`config.mk`:
```
export PLATFORM = sky130hd
export DESIGN_NAME = narrow_pack
export DESIGN_NICKNAME = d
export VERILOG_FILES = /design/src/rtl/datapath_pkg.sv /design/src/rtl/narrow_sat.sv /design/src/rtl/narrow_pack.sv
export SDC_FILE = /design/constraint.sdc
export NUM_CORES = 1
export LEC_CHECK = 0
export ABC_AREA = 1
export BUFFER_PORTS_ARGS = -buffer_cell sky130_fd_sc_hd__buf_2
export CORE_MARGIN = 1
export CORE_UTILIZATION = 55
export CTS_BUF_LIST = sky130_fd_sc_hd__clkbuf_16
export DETAILED_ROUTE_END_ITERATION = 8
export GPL_TIMING_DRIVEN = 0
export HOLD_SLACK_MARGIN = 0.03
export PLACE_DENSITY = 0.88
export SLEW_MARGIN = 20
export SYNTH_ARGS = -nofsm -noshare
export SYNTH_HDL_FRONTEND = slang
export SYNTH_SLANG_ARGS = --single-unit
```
`constraint.sdc`:
```
create_clock -name clk -period 2.65 [get_ports clk]
set_input_delay 0.3975 -clock clk [delete_from_list [all_inputs] [get_ports clk]]
set_output_delay 0.3975 -clock clk [all_outputs]
set_load 0.01 [all_outputs]
```
`src/rtl/datapath_pkg.sv`:
```
// Shared datapath constants and elaboration helpers.
//   DATA_W           : width of the datapath word.
//   legal_width(w)   : true when w is a supported packed-field width.
//   fields_per_word(w): number of w-bit fields in one DATA_W word.
package datapath_pkg;

  localparam int DATA_W = 16;

  function automatic bit legal_width(input int w);
    return (w == 1) || (w == 2) || (w == 4) || (w == 8);
  endfunction

  function automatic int fields_per_word(input int w);
    return DATA_W / w;
  endfunction

endpackage

```
`src/rtl/narrow_sat.sv`:
```
// Combinational narrower: reduces a 16-bit signed value to a WIDTH-bit signed
// field, either clamping (SATURATE=1) or truncating (SATURATE=0) on overflow.
// Ports:
//   in_data : 16-bit signed input value
//   field   : WIDTH-bit narrowed field
//   ovf     : value did not fit in WIDTH signed bits
module narrow_sat
  import datapath_pkg::*;
#(
  parameter int WIDTH    = 8,
  parameter bit SATURATE = 1'b1
) (
  input  logic [DATA_W-1:0] in_data,
  output logic [WIDTH-1:0]  field,
  output logic              ovf
);

  // Most negative / most positive field values; for WIDTH=1 these are 1 and 0.
  localparam logic [WIDTH-1:0] MIN_VAL = WIDTH'(1) << (WIDTH - 1);
  localparam logic [WIDTH-1:0] MAX_VAL = ~MIN_VAL;

  // The value fits when every bit from the field's sign bit upward matches.
  logic [DATA_W-WIDTH:0] upper;
  logic                  fits;

  assign upper = in_data[DATA_W-1:WIDTH-1];
  assign fits  = (&upper) || !(|upper);

  always_comb begin
    ovf   = !fits;
    field = in_data[WIDTH-1:0];
    if (!fits && SATURATE) begin
      field = in_data[DATA_W-1] ? MIN_VAL : MAX_VAL;
    end
  end

endmodule

```
`src/rtl/narrow_pack.sv`:
```
// Saturating narrow-and-pack unit. Narrows a stream of 16-bit signed values
// to WIDTH-bit fields and packs them LSB-first into 16-bit words.
// Ports:
//   clk, rst_n          : clock, asynchronous active-low reset
//   in_valid / in_ready : input handshake, in_data is the 16-bit signed value
//   flush               : pulse requesting emission of a partial word
//   out_valid/out_ready : output handshake
//   out_data            : packed word, field k at [k*WIDTH +: WIDTH]
//   out_count           : number of valid fields in out_data
//   out_ovf             : at least one field of out_data overflowed
module narrow_pack
  import datapath_pkg::*;
#(
  parameter int WIDTH    = 8,
  parameter bit SATURATE = 1'b1
) (
  input  logic        clk,
  input  logic        rst_n,
  input  logic        in_valid,
  output logic        in_ready,
  input  logic [15:0] in_data,
  input  logic        flush,
  output logic        out_valid,
  input  logic        out_ready,
  output logic [15:0] out_data,
  output logic [4:0]  out_count,
  output logic        out_ovf
);

  localparam int         N    = fields_per_word(WIDTH);
  localparam logic [4:0] LAST = 5'(N - 1);

  generate
    if (!legal_width(WIDTH)) begin : g_bad_width
      $error("narrow_pack: WIDTH must be 1, 2, 4 or 8");
    end
  endgenerate

  logic [15:0]      acc;
  logic [4:0]       fill;
  logic             acc_ovf;
  logic             flush_pend;

  logic [WIDTH-1:0] field;
  logic             field_ovf;

  narrow_sat #(
    .WIDTH    (WIDTH),
    .SATURATE (SATURATE)
  ) u_narrow_sat (
    .in_data (in_data),
    .field   (field),
    .ovf     (field_ovf)
  );

  // Only a word completion needs the output register, so stall only then.
  assign in_ready = !(fill == LAST && out_valid && !out_ready);

  logic        out_free;
  logic        accept;
  logic        word_done;
  logic        pend;
  logic        flush_go;
  logic        load;
  logic [15:0] acc_next;
  logic [4:0]  fill_next;
  logic        ovf_next;

  assign out_free  = !out_valid || out_ready;
  assign accept    = in_valid && in_ready;
  assign word_done = accept && (fill == LAST);

  // Accumulator as it looks with this cycle's field included; a flush in the
  // same cycle as an accept emits this view, so the new field goes out too.
  genvar gi;
  generate
    for (gi = 0; gi < N; gi++) begin : g_field
      assign acc_next[gi*WIDTH +: WIDTH] =
        (accept && fill == 5'(gi)) ? field : acc[gi*WIDTH +: WIDTH];
    end
  endgenerate

  assign fill_next = accept ? fill + 5'd1 : fill;
  assign ovf_next  = acc_ovf | (accept & field_ovf);

  // A flush with nothing held (fill_next==0) is simply dropped.
  assign pend     = flush_pend || flush;
  assign flush_go = pend && !word_done && (fill_next != 5'd0) && out_free;
  assign load     = word_done || flush_go;

  always_ff @(posedge clk or negedge rst_n) begin
    if (!rst_n) begin
      acc        <= '0;
      fill       <= '0;
      acc_ovf    <= 1'b0;
      flush_pend <= 1'b0;
      out_valid  <= 1'b0;
      out_data   <= '0;
      out_count  <= '0;
      out_ovf    <= 1'b0;
    end else if (load) begin
      out_valid  <= 1'b1;
      out_data   <= acc_next;
      out_count  <= word_done ? 5'(N) : fill_next;
      out_ovf    <= ovf_next;
      acc        <= '0;
      fill       <= '0;
      acc_ovf    <= 1'b0;
      flush_pend <= 1'b0;
    end else begin
      if (out_ready) begin
        out_valid <= 1'b0;
      end
      acc        <= acc_next;
      fill       <= fill_next;
      acc_ovf    <= ovf_next;
      flush_pend <= pend && (fill_next != 5'd0);
    end
  end

endmodule

```
==> results of run 1 <==
-- synth_stat cells, drive strengths merged --
cell | instances | area share, %
dfrtp | 46 | 47
nor2 | 30 | 5.8
clkinv | 1 | 0.15
o21ai | 10 | 2.0
buf | 10 | 5.1
xor2 | 2 | 0.71
nor4 | 1 | 0.51
ha | 3 | 1.5
or2 | 1 | 0.25
nand4 | 7 | 2.0
nand2 | 106 | 18
inv | 36 | 5.5
nand3 | 32 | 11
a21oi | 3 | 0.61
-- worst max-delay path, cell delays in order (launching register included) --
cell and delay [ns]:
dfrtp_1 0.42, inv_1 0.09, ha_1 0.14, inv_1 0.06, nor2_2 0.12, nand3_4 0.12
nand2_4 0.12, nand2_1 0.07, nand2_2 0.12, nor2_4 0.05, nand3_4 0.08, nand3_4 0.10
buf_12 0.16, buf_12 0.14, nand3_2 0.05, nand2_1 0.06
-- layout by cell type (no fill, tap or decap), drive strengths merged --
cell type / n
clkinv: 3
inv: 36
ha: 3
a21oi: 3
nand4: 7
or2: 1
nand3: 32
dfrtp: 46
clkinvlp: 1
xor2: 2
buf: 54
o21ai: 10
nand2: 106
nor4: 1
clkbuf: 5
nor2: 30
-- per-layer routing --
layer / up-vias / wire (microns)
met4: 0 / 71
li1: 993 / -
met2: 62 / 2570
met3: 8 / 251
met5: - / 0
met1: 929 / 2080
-- cell type report --
type	count	area share [%]
plain buffers	10	4.32
clock inverters	3	0.562
multi-input cells	195	36.4
well taps	50	2.16
repair buffers	44	7.70
clock buffers	5	4.32
inverters	37	4.80
flip-flops and latches	46	39.8
-- flip-flops by register name, indices dropped and copies added (netlist names) --
signal and cells:
acc 16, acc_ovf 1, fill 5, flush_pend 1, out_count 5, out_data 16, out_ovf 1, out_valid 1
-- cell families (layout without fill, tap and decap cells) --
group	Yosys count	after routing	share of synthesized area, %
compound gates	13	13	2.64
simple gates	177	177	37.8
xor+xnor	2	2	0.710
buf+inv	47	99	10.7
flops	46	46	46.7
fa+ha+maj	3	3	1.52
-- metrics by stage --
step / std cells / worst slack, ns
floorplan: 288 / 0.794
global placement: 382 / 0.690
detailed placement: 382 / 0.612
CTS: 390 / 0.593
global route: 390 / 0.441
finish: 390 / 0.611
-- power breakdown --
part / internal [W] / leakage [nW] / switching [W]
Sequential: 0.000907 / 0.615 / 0.000119
Combinational: 0.000546 / 0.924 / 0.000831
Clock: 0.000344 / 0.0672 / 0.000254
Total: 0.00180 / 1.61 / 0.00120
-- worst min path at each step --
stage / slack, ns / cells past startpoint / endpoint / start
after floorplan: 0.10 / 0 / acc[0] / rst_n
after global placement: 0.47 / 2 / acc[13] / acc[13]
after detailed placement: 0.48 / 2 / acc[11] / acc[11]
after CTS: 0.32 / 1 / fill[3] / rst_n
after global routing: 0.16 / 1 / out_valid / rst_n
final: 0.10 / 1 / fill[3] / rst_n
==> reports/results.txt, run 1 <==
CTS Buffer Depth: 2
I/O pin count: 45
Slew margin rel.: 62.5%
Chip Height: 69.0 microns
Area Growth Syn to Fin: 17.3%
CTS tree: built
Fillers: 331
Skew final: 0.00619 ns
DR iter-0 viols: 88
Reg area: 0.00115 sq mm
Data arrival time of the worst path: 2.21 ns
Synthesized area: 0.00247 sq mm
Design Area, Final: 0.00289 sq mm
Cells after Synth: 288
Tmin final: 2.04 ns
Die width: 69.0 microns
CTS root buf: clkbuf_16
Skew-Pair Late Insertion Delay: 0.28 ns
Post-CTS Setup Bufs: 0
Total power: 0.00300 W
Routed Antenna Nets: 0
Initial Utilization: 59.5%
PortBufs: 44
Wire per inst: 12.7 microns
Tcrit/Tclk final: 76.9%
Crit start category: flip-flop
R2r endpoint: out_data[12]
Vias in the first global route: 1886
Post-layout util: 69.8%
Row Count: 23
Final hold viol count: 0
Clk slew on worst S/H paths: 0.06 ns
Seq cells post-synth: 46
Max-slew violations: 0
Hold WS: 0.102 ns
Clock buffer count from CTS: 5
Met2 Use GR: 41.3%
Element type at the critical path end: flip-flop
Worst Path Required: 2.82 ns
DR DRC count: 0
Vias/cell: 5.11
VDD IR-drop max: 0.000447 V
Final setup viols: 0
Synth Net Count: 312
Unique cell type count in the Yosys netlist: 26
Met3 Track Usage GR: 4.93%
Reg2Reg Launch Point: fill[1]
Gr busiest metal: met2
Mean Syn Cell Area: 8.57 sq um
Synth Warn #: 0
Status: complete, no violations
Worst Path Max Fanout: 10
Global-route met1 utilization: 28.1%
Fin nets: 363
Sequential cell area fraction in the yosys report: 46.7%
GRT Util Overall: 23.6%
Placeable core area: 0.00414 sq mm
Reg2Reg Setup Slack: 0.61 ns
Area of placed instances: 0.00275 sq mm
First-pass GRT wire length: 8.02 mm
Diode count: 0
GPL Wtd Cong: 0.826
Peak Freq: 491 MHz
CTS Hold Bufs: 0
Largest net degree at the start of global routing: 47
Drt total wl: 4.97 mm
Die ar.: 0.00476 sq mm
Setup TNS Final: 0 ns
PwrDens: 1040 mW/mm^2
Vias: 1992
Multi-input gate area: 0.00105 sq mm
DP Wirelength: 3.72 mm
WS Path Type: flip-flop to flip-flop
Lkg Pwr: 1.61 nW
Initial antenna violation count: 0
GRT Residual Overflow: 0
Post-CTS Resized: 0
Fraction of layout cells with a size suffix above 1: 31.2%
H-Tree Depth: 2
Clock sinks: 46
Max cap viols: 0
Worst setup startpoint: fill[1]
Worst r2r path cells: 15
Worst min path class: primary input to async pin
Drt pass-1 iters: 4
Worst Setup EP: out_data[12]
Slew @ Worst Pin: 0.562 ns
RSZ-0062 raised after global routing: false
Power figures use the tool's default switching activity.
==> inputs of run 2 (changes only) <==
--- a/config.mk
+++ b/config.mk
@@ -8,12 +8,12 @@
 export ABC_AREA = 1
 export BUFFER_PORTS_ARGS = -buffer_cell sky130_fd_sc_hd__buf_2
 export CORE_MARGIN = 1
-export CORE_UTILIZATION = 55
+export CORE_UTILIZATION = 50
 export CTS_BUF_LIST = sky130_fd_sc_hd__clkbuf_16
 export DETAILED_ROUTE_END_ITERATION = 8
 export GPL_TIMING_DRIVEN = 0
 export HOLD_SLACK_MARGIN = 0.03
-export PLACE_DENSITY = 0.88
+export PLACE_DENSITY = 0.85
 export SLEW_MARGIN = 20
 export SYNTH_ARGS = -nofsm -noshare
 export SYNTH_HDL_FRONTEND = slang
==> constraint.sdc (replaced) <==
create_clock -name clk -period 1.8 [get_ports clk]
set_input_delay 0.27 -clock clk [delete_from_list [all_inputs] [get_ports clk]]
set_output_delay 0.27 -clock clk [all_outputs]
set_load 0.01 [all_outputs]
==> run 2 against run 1 <==
Against the previous run:
- the run now ends with hold timing, setup timing left
- global-route usage down 1.3 points
- hold slack worse by 0.13 ns
- critical endpoint is now out_data[13]
- combinational power is 90% higher
- largest cell class is now multi-input gates
- count of clock-buffer cells in the layout stayed put
- cell count grew 7.4%
- largest power group unchanged
- wire length up 15%
==> reports/results.txt, run 2 (synthesis gave the netlist of run 1 again) <==
Switch Pwr: 0.00200 W (was 0.00120 W)
Skew final: 0.00434 ns (was 0.00619 ns)
Critical path's most frequent cell: nand3_4 (unchanged)
VDD IR-drop max: 0.000666 V (was 0.000447 V)
Area of placed instances: 0.00278 sq mm (was 0.00275 sq mm)
Slew @ Worst Pin: 0.570 ns (was 0.562 ns)
Clock sinks: 46 (unchanged)
CTS root buf: clkbuf_16 (unchanged)
Buf+Inv Stages, Crit Path: 3 (was 4)
Clk slew on worst S/H paths: 0.06 ns (about the same)
Commonest cells after routing, fill and taps aside: nand2_1 (87), dfrtp_1 (45), buf_2 (43) (was nand2_1 (94), dfrtp_1 (46), buf_2 (44))
CTS Buffer Depth: 2 (unchanged)
Max cap viols: 0 (unchanged)
Reg area: 0.00115 sq mm (about the same)
Skew-Pair Late Insertion Delay: 0.28 ns (about the same)
Failing checks: hold timing, setup timing
Fraction of layout cells with a size suffix above 1: 40.6% (was 31.2%)
Tmin final: 1.96 ns (was 2.04 ns)
Diode count: 0 (unchanged)
Multi-input gate area: 0.00121 sq mm (was 0.00105 sq mm)
CP cell instances: inv_2, ha_4, inv_4, nor2_4, nand3_4, nand2_8, nor2_1, nor2_2, nand3_4, nand3_4, nand2_4, buf_6, nand2_1, nand2_1 (was inv_1, ha_1, inv_1, nor2_2, nand3_4, nand2_4, nand2_1, nand2_2, nor2_4, nand3_4, nand3_4, buf_12, buf_12, nand3_2, nand2_1)
Worst Path Max Fanout: 10 (unchanged)
Post-layout util: 68.5% (was 69.8%)
GRT Residual Overflow: 0 (unchanged)
Tcrit/Tclk final: 109% (was 76.9%)
Data arrival time of the worst path: 2.14 ns (was 2.21 ns)
Internal power: 0.00299 W (was 0.00180 W)
Regs by FF count: acc x16, out_data x16 (unchanged)
Status: complete, but fails checks (was complete, no violations)
Vias/cell: 5.08 (was 5.11)
Reg power frac: 30.4% (was 34.2%)
RSZ-0062 raised after global routing: true (was false)
Combinational group share of total power: 52.5% (was 45.9%)
Chip Height: 72.2 microns (was 69.0 microns)
Lkg Pwr: 1.73 nW (was 1.61 nW)
Slew margin rel.: 62.0% (was 62.5%)
Max-slew violations: 0 (unchanged)
DP Wirelength: 3.75 mm (was 3.72 mm)
H-Tree Depth: 2 (unchanged)
Die ar.: 0.00522 sq mm (was 0.00476 sq mm)
Final setup viols: 45 (was 0)
DR DRC count: 0 (unchanged)
Largest net degree at the start of global routing: 47 (unchanged)
Hold WS: -0.0252 ns (was 0.102 ns)
Worst Path Required: 1.97 ns (was 2.82 ns)
PwrDens: 1540 mW/mm^2 (was 1040 mW/mm^2)
DR iter-0 viols: 110 (was 88)
Initial Utilization: 52.2% (was 59.5%)
Total power: 0.00499 W (was 0.00300 W)
Design Area, Final: 0.00324 sq mm (was 0.00289 sq mm)
Final hold viol count: 40 (was 0)
CTS tree: built (unchanged)
Die width: 72.2 microns (was 69.0 microns)
Clock buffer count from CTS: 5 (unchanged)
Vias in the first global route: 1975 (was 1886)
Fin nets: 376 (was 363)
Row Count: 25 (was 23)
Worst min path class: primary input to async pin (unchanged)
Initial antenna violation count: 0 (unchanged)
Final WS setup: -0.165 ns (was 0.611 ns)
Drt pass-1 iters: 5 (was 4)
Net Sw Frac: 40.1% (about the same)
Setup TNS Final: -4.92 ns (was 0 ns)
Crit start category: flip-flop (unchanged)
Drt total wl: 5.72 mm (was 4.97 mm)
Largest delay contributor family on the critical path: simple AND/OR/NAND/NOR gates (unchanged)
PortBufs: 44 (unchanged)
Placeable core area: 0.00472 sq mm (was 0.00414 sq mm)
Fin cells: 419 (was 390)
Wire per inst: 13.7 microns (was 12.7 microns)
Cell Count Post-Placement: 399 (was 382)
Crit-path max cell delay: 0.39 ns (was 0.42 ns)
Peak Freq: 509 MHz (was 491 MHz)
Vias: 2129 (was 1992)
Element type at the critical path end: flip-flop (unchanged)
Clock power frac: 17.2% (was 19.9%)
Slowest CP cell: dfrtp_1 (unchanged)
GRT Util Overall: 22.3% (was 23.6%)
Routed Antenna Nets: 0 (unchanged)
GPL Wtd Cong: 0.826 (about the same)
Area Growth Syn to Fin: 31.1% (was 17.3%)
Fillers: 359 (was 331)
First-pass GRT wire length: 8.82 mm (was 8.02 mm)
Commonest non-fill, non-tap cell in the layout: nand2_1 (unchanged)
WS Path Type: flip-flop to flip-flop (unchanged)
I/O pin count: 45 (unchanged)
run 2: cell type report:
| type | count | share of cell area, % |
|---|---|---|
| clock inverters | 2 | 0.348 |
| multi-input cells | 195 | 37.5 |
| well taps | 67 | 2.59 |
| clock buffers | 5 | 3.87 |
| flip-flops and latches | 46 | 35.6 |
| plain buffers | 10 | 4.06 |
| repair buffers | 57 | 11.4 |
| inverters | 37 | 4.52 |
run 2: power by group through the flow:
stage / Clock (W) / Sequential (W) / Combinational (W)
detailed placement: 0 / 0.00152 / 0.00203
global route: 0.000914 / 0.00154 / 0.00285
floorplan: 0 / 0.00160 / 0.00141
finish: 0.000856 / 0.00152 / 0.00262
CTS: 0.000867 / 0.00151 / 0.00235
global placement: 0 / 0.00151 / 0.00197
run 2: worst reg2reg max path, cell delays in order, from the launching register on:
cell     delay (ns)
dfrtp_1        0.39
inv_2          0.09
ha_4           0.14
inv_4          0.04
nor2_4         0.10
nand3_4        0.15
nand2_8        0.15
nor2_1         0.07
nor2_2         0.16
nand3_4        0.10
nand3_4        0.10
nand2_4        0.09
buf_6          0.15
nand2_1        0.07
nand2_1        0.06
run 2: per-stage QoR:
step	hold WS (ns)	setup WS, ns
detailed placement	0.479	-0.212
global route	0.0334	-0.264
CTS	0.195	-0.126
global placement	0.468	-0.141
finish	-0.0252	-0.165
floorplan	-0.0256	-0.0310
run 2: final timing paths:
kind | start | to | slack (ns) | depth (start not counted)
setup reg to reg | fill[1] | out_data[13] | -0.16 | 14
hold reg to reg | acc[9] | acc[9] | 0.49 | 2
max in group asynchronous | rst_n | fill[0] | 1.40 | 1
min in group clk | out_ready | flush_pend | 0.28 | 4
setup / recovery | fill[1] | out_data[13] | -0.16 | 14
hold / removal | rst_n | flush_pend | -0.03 | 1
run 2: per-layer routing:
layer  part of all wire, %  GRT usage (%)  vias to the layer above  routed length (microns)
met5                     0              0                        -                        0
met4                   3.0           9.15                        0                      172
met3                   4.4           4.31                       18                      251
met2                    54           38.7                       74                     3090
met1                    39           27.2                     1017                     2210
li1                      -              -                     1020                        -
run 2: repair_timing:
action | in CTS | in global routing
setup buffers | 9 | 2
hold buffers | 0 | 0
endpoints found under the setup margin | 45 | 46
resized for setup | 17 | 30
pin swaps | 12 | 8
gates cloned | 1 | 1
==> inputs of run 3 (changes only) <==
--- a/config.mk
+++ b/config.mk
@@ -8,12 +8,12 @@
 export ABC_AREA = 1
 export BUFFER_PORTS_ARGS = -buffer_cell sky130_fd_sc_hd__buf_2
 export CORE_MARGIN = 1
-export CORE_UTILIZATION = 50
+export CORE_UTILIZATION = 55
 export CTS_BUF_LIST = sky130_fd_sc_hd__clkbuf_16
 export DETAILED_ROUTE_END_ITERATION = 8
 export GPL_TIMING_DRIVEN = 0
 export HOLD_SLACK_MARGIN = 0.03
-export PLACE_DENSITY = 0.85
+export PLACE_DENSITY = 0.88
 export SLEW_MARGIN = 20
 export SYNTH_ARGS = -nofsm -noshare
 export SYNTH_HDL_FRONTEND = slang
==> constraint.sdc (replaced) <==
create_clock -name clk -period 2 [get_ports clk]
set_input_delay 0.3 -clock clk [delete_from_list [all_inputs] [get_ports clk]]
set_output_delay 0.3 -clock clk [all_outputs]
set_load 0.01 [all_outputs]
==> run 3 against run 2 <==
Against the previous run:
- the flow finishes with violations (setup timing)
- sequential cell count unchanged
- first-iteration DRC count fell by 6.4%
- combinational power down 20%
==> reports/results.txt, run 3 (synthesis gave the netlist of run 1 again) <==
Status: complete, but fails checks (unchanged)
Failing checks: setup timing (was hold timing, setup timing)
Skew-Pair Late Insertion Delay: 0.28 ns (about the same)
Worst r2r path cells: 15 (was 14)
Initial antenna violation count: 0 (unchanged)
Peak Freq: 492 MHz (was 509 MHz)
PortBufs: 44 (unchanged)
Vias: 2045 (was 2129)
Hold WS: 0.00195 ns (was -0.0252 ns)
Clock sinks: 46 (unchanged)
Worst min path class: primary input to async pin (unchanged)
Commonest non-fill, non-tap cell in the layout: nand2_1 (unchanged)
Fin nets: 370 (was 376)
Regs by FF count: acc x16, out_data x16 (unchanged)
Vias/cell: 5.15 (was 5.08)
Lkg Pwr: 1.66 nW (was 1.73 nW)
Routed Antenna Nets: 0 (unchanged)
Placeable core area: 0.00414 sq mm (was 0.00472 sq mm)
Tmin final: 2.03 ns (was 1.96 ns)
Crit-path max cell delay: 0.39 ns (about the same)
CP cell instances: inv_2, ha_4, inv_2, nor2_4, nand3_4, nand2_8, nand2_2, nand2_2, nor2_4, nand3_4, nand3_4, buf_12, buf_12, nand2_4, nand3_2 (was inv_2, ha_4, inv_4, nor2_4, nand3_4, nand2_8, nor2_1, nor2_2, nand3_4, nand3_4, nand2_4, buf_6, nand2_1, nand2_1)
Drt total wl: 5.39 mm (was 5.72 mm)
Slew @ Worst Pin: 0.571 ns (was 0.570 ns)
Clk slew on worst S/H paths: 0.06 ns (about the same)
DP Wirelength: 3.72 mm (was 3.75 mm)
First-pass GRT wire length: 8.11 mm (was 8.82 mm)
CTS root buf: clkbuf_16 (unchanged)
RSZ-0062 raised after global routing: true (unchanged)
Buf+Inv Stages, Crit Path: 4 (was 3)
Max cap viols: 0 (unchanged)
GPL Wtd Cong: 0.826 (about the same)
Critical path's most frequent cell: nand3_4 (unchanged)
Initial Utilization: 59.5% (was 52.2%)
Reg area: 0.00115 sq mm (unchanged)
Crit start category: flip-flop (unchanged)
CTS Buffer Depth: 2 (unchanged)
Largest delay contributor family on the critical path: simple AND/OR/NAND/NOR gates (unchanged)
PwrDens: 1370 mW/mm^2 (was 1540 mW/mm^2)
Crit path depth: 15 (was 14)
Slowest CP cell: dfrtp_1 (unchanged)
Max-slew violations: 0 (unchanged)
Area Growth Syn to Fin: 25.4% (was 31.1%)
Largest net degree at the start of global routing: 47 (unchanged)
GRT Util Overall: 23.9% (was 22.3%)
Fraction of layout cells with a size suffix above 1: 38.9% (was 40.6%)
Vias in the first global route: 1923 (was 1975)
VDD IR-drop max: 0.000582 V (was 0.000666 V)
Final setup viols: 23 (was 45)
Chip Height: 69.0 microns (was 72.2 microns)
CTS Hold Bufs: 0 (unchanged)
Element type at the critical path end: flip-flop (unchanged)
Drt pass-1 iters: 4 (was 5)
CTS tree: built (unchanged)
Total power: 0.00424 W (was 0.00499 W)
Die ar.: 0.00476 sq mm (was 0.00522 sq mm)
DR iter-0 viols: 103 (was 110)
I/O pin count: 45 (unchanged)
Data arrival time of the worst path: 2.20 ns (was 2.14 ns)
Final hold viol count: 0 (was 40)
Post-layout util: 74.6% (was 68.5%)
Commonest cells after routing, fill and taps aside: nand2_1 (85), dfrtp_1 (45), buf_2 (43) (was nand2_1 (87), dfrtp_1 (45), buf_2 (43))
Worst Path Max Fanout: 10 (unchanged)
Final WS setup: -0.0321 ns (was -0.165 ns)
Clock buffer count from CTS: 5 (unchanged)
Wire per inst: 13.6 microns (was 13.7 microns)
Multi-input gate area: 0.00119 sq mm (was 0.00121 sq mm)
H-Tree Depth: 2 (unchanged)
Fillers: 289 (was 359)
DR DRC count: 0 (unchanged)
Die width: 69.0 microns (was 72.2 microns)
Slew margin rel.: 61.9% (was 62.0%)
Diode count: 0 (unchanged)
Skew final: 0.00419 ns (was 0.00434 ns)
Tcrit/Tclk final: 102% (was 109%)
Worst Path Required: 2.17 ns (was 1.97 ns)
GRT Residual Overflow: 0 (unchanged)
WS Path Type: flip-flop to flip-flop (unchanged)
Row Count: 23 (was 25)
run 3: cell count changes in the layout (fill, tap and decap cells not counted), sizes merged:
cell / previous run / this run
clkinvlp: 1 / 2
buf: 66 / 60
clkinv: 0 / 2
inv: 38 / 36
run 3: repair_timing:
action	CTS	global route
endpoints found under the setup margin	20	41
setup buffers	2	5
pin swaps	0	10
gates resized for setup	1	39
run 3: per-stage QoR:
step / instance area (sq um) / std cells / setup WS [ns] / setup TNS, ns
6_report: 3090 / 397 / -0.0321 / -0.387
5_1_grt: 3090 / 397 / -0.128 / -2.75
4_1_cts: 2910 / 392 / 0.00898 / 0
3_5_place_dp: 2750 / 382 / -0.0376 / -0.448
3_3_place_gp: 2750 / 382 / 0.0402 / 0
2_1_floorplan: 2470 / 288 / 0.144 / 0
run 3: final cells by class:
class,instances,share of cell area [%]
Clock buffer,5,4.05
Buffer,10,4.13
Clock inverter,3,0.526
Tap cell,50,2.02
Sequential cell,46,37.3
Inverter,37,4.61
Timing Repair Buffer,51,9.02
Multi-Input combinational cell,195,38.4
run 3: worst paths after layout:
path	startpoint	end	slack, ns
max	fill[1]	out_count[1]	-0.03
min	rst_n	fill[3]	0.002
max reg2reg	fill[1]	out_count[1]	-0.03
min reg2reg	acc[11]	acc[11]	0.49
max in group asynchronous	rst_n	fill[0]	1.58
min in group clk	out_ready	flush_pend	0.31
run 3: per-layer routing:
layer / vias to the layer above / GRT usage, % / part of all wire [%]
li1: 1008 / - / -
met2: 65 / 41.6 / 53
met3: 10 / 5.10 / 4.7
met1: 962 / 28.3 / 41
met5: - / 0 / 0
met4: 0 / 10.2 / 1.7
run 3: power breakdown:
part | internal, W | total [W] | leakage (nW) | switching (W)
clock network | 0.000456 | 0.000795 | 0.0672 | 0.000339
registers | 0.00120 | 0.00136 | 0.613 | 0.000154
logic | 0.000848 | 0.00209 | 0.981 | 0.00124
total | 0.00251 | 0.00424 | 1.66 | 0.00173
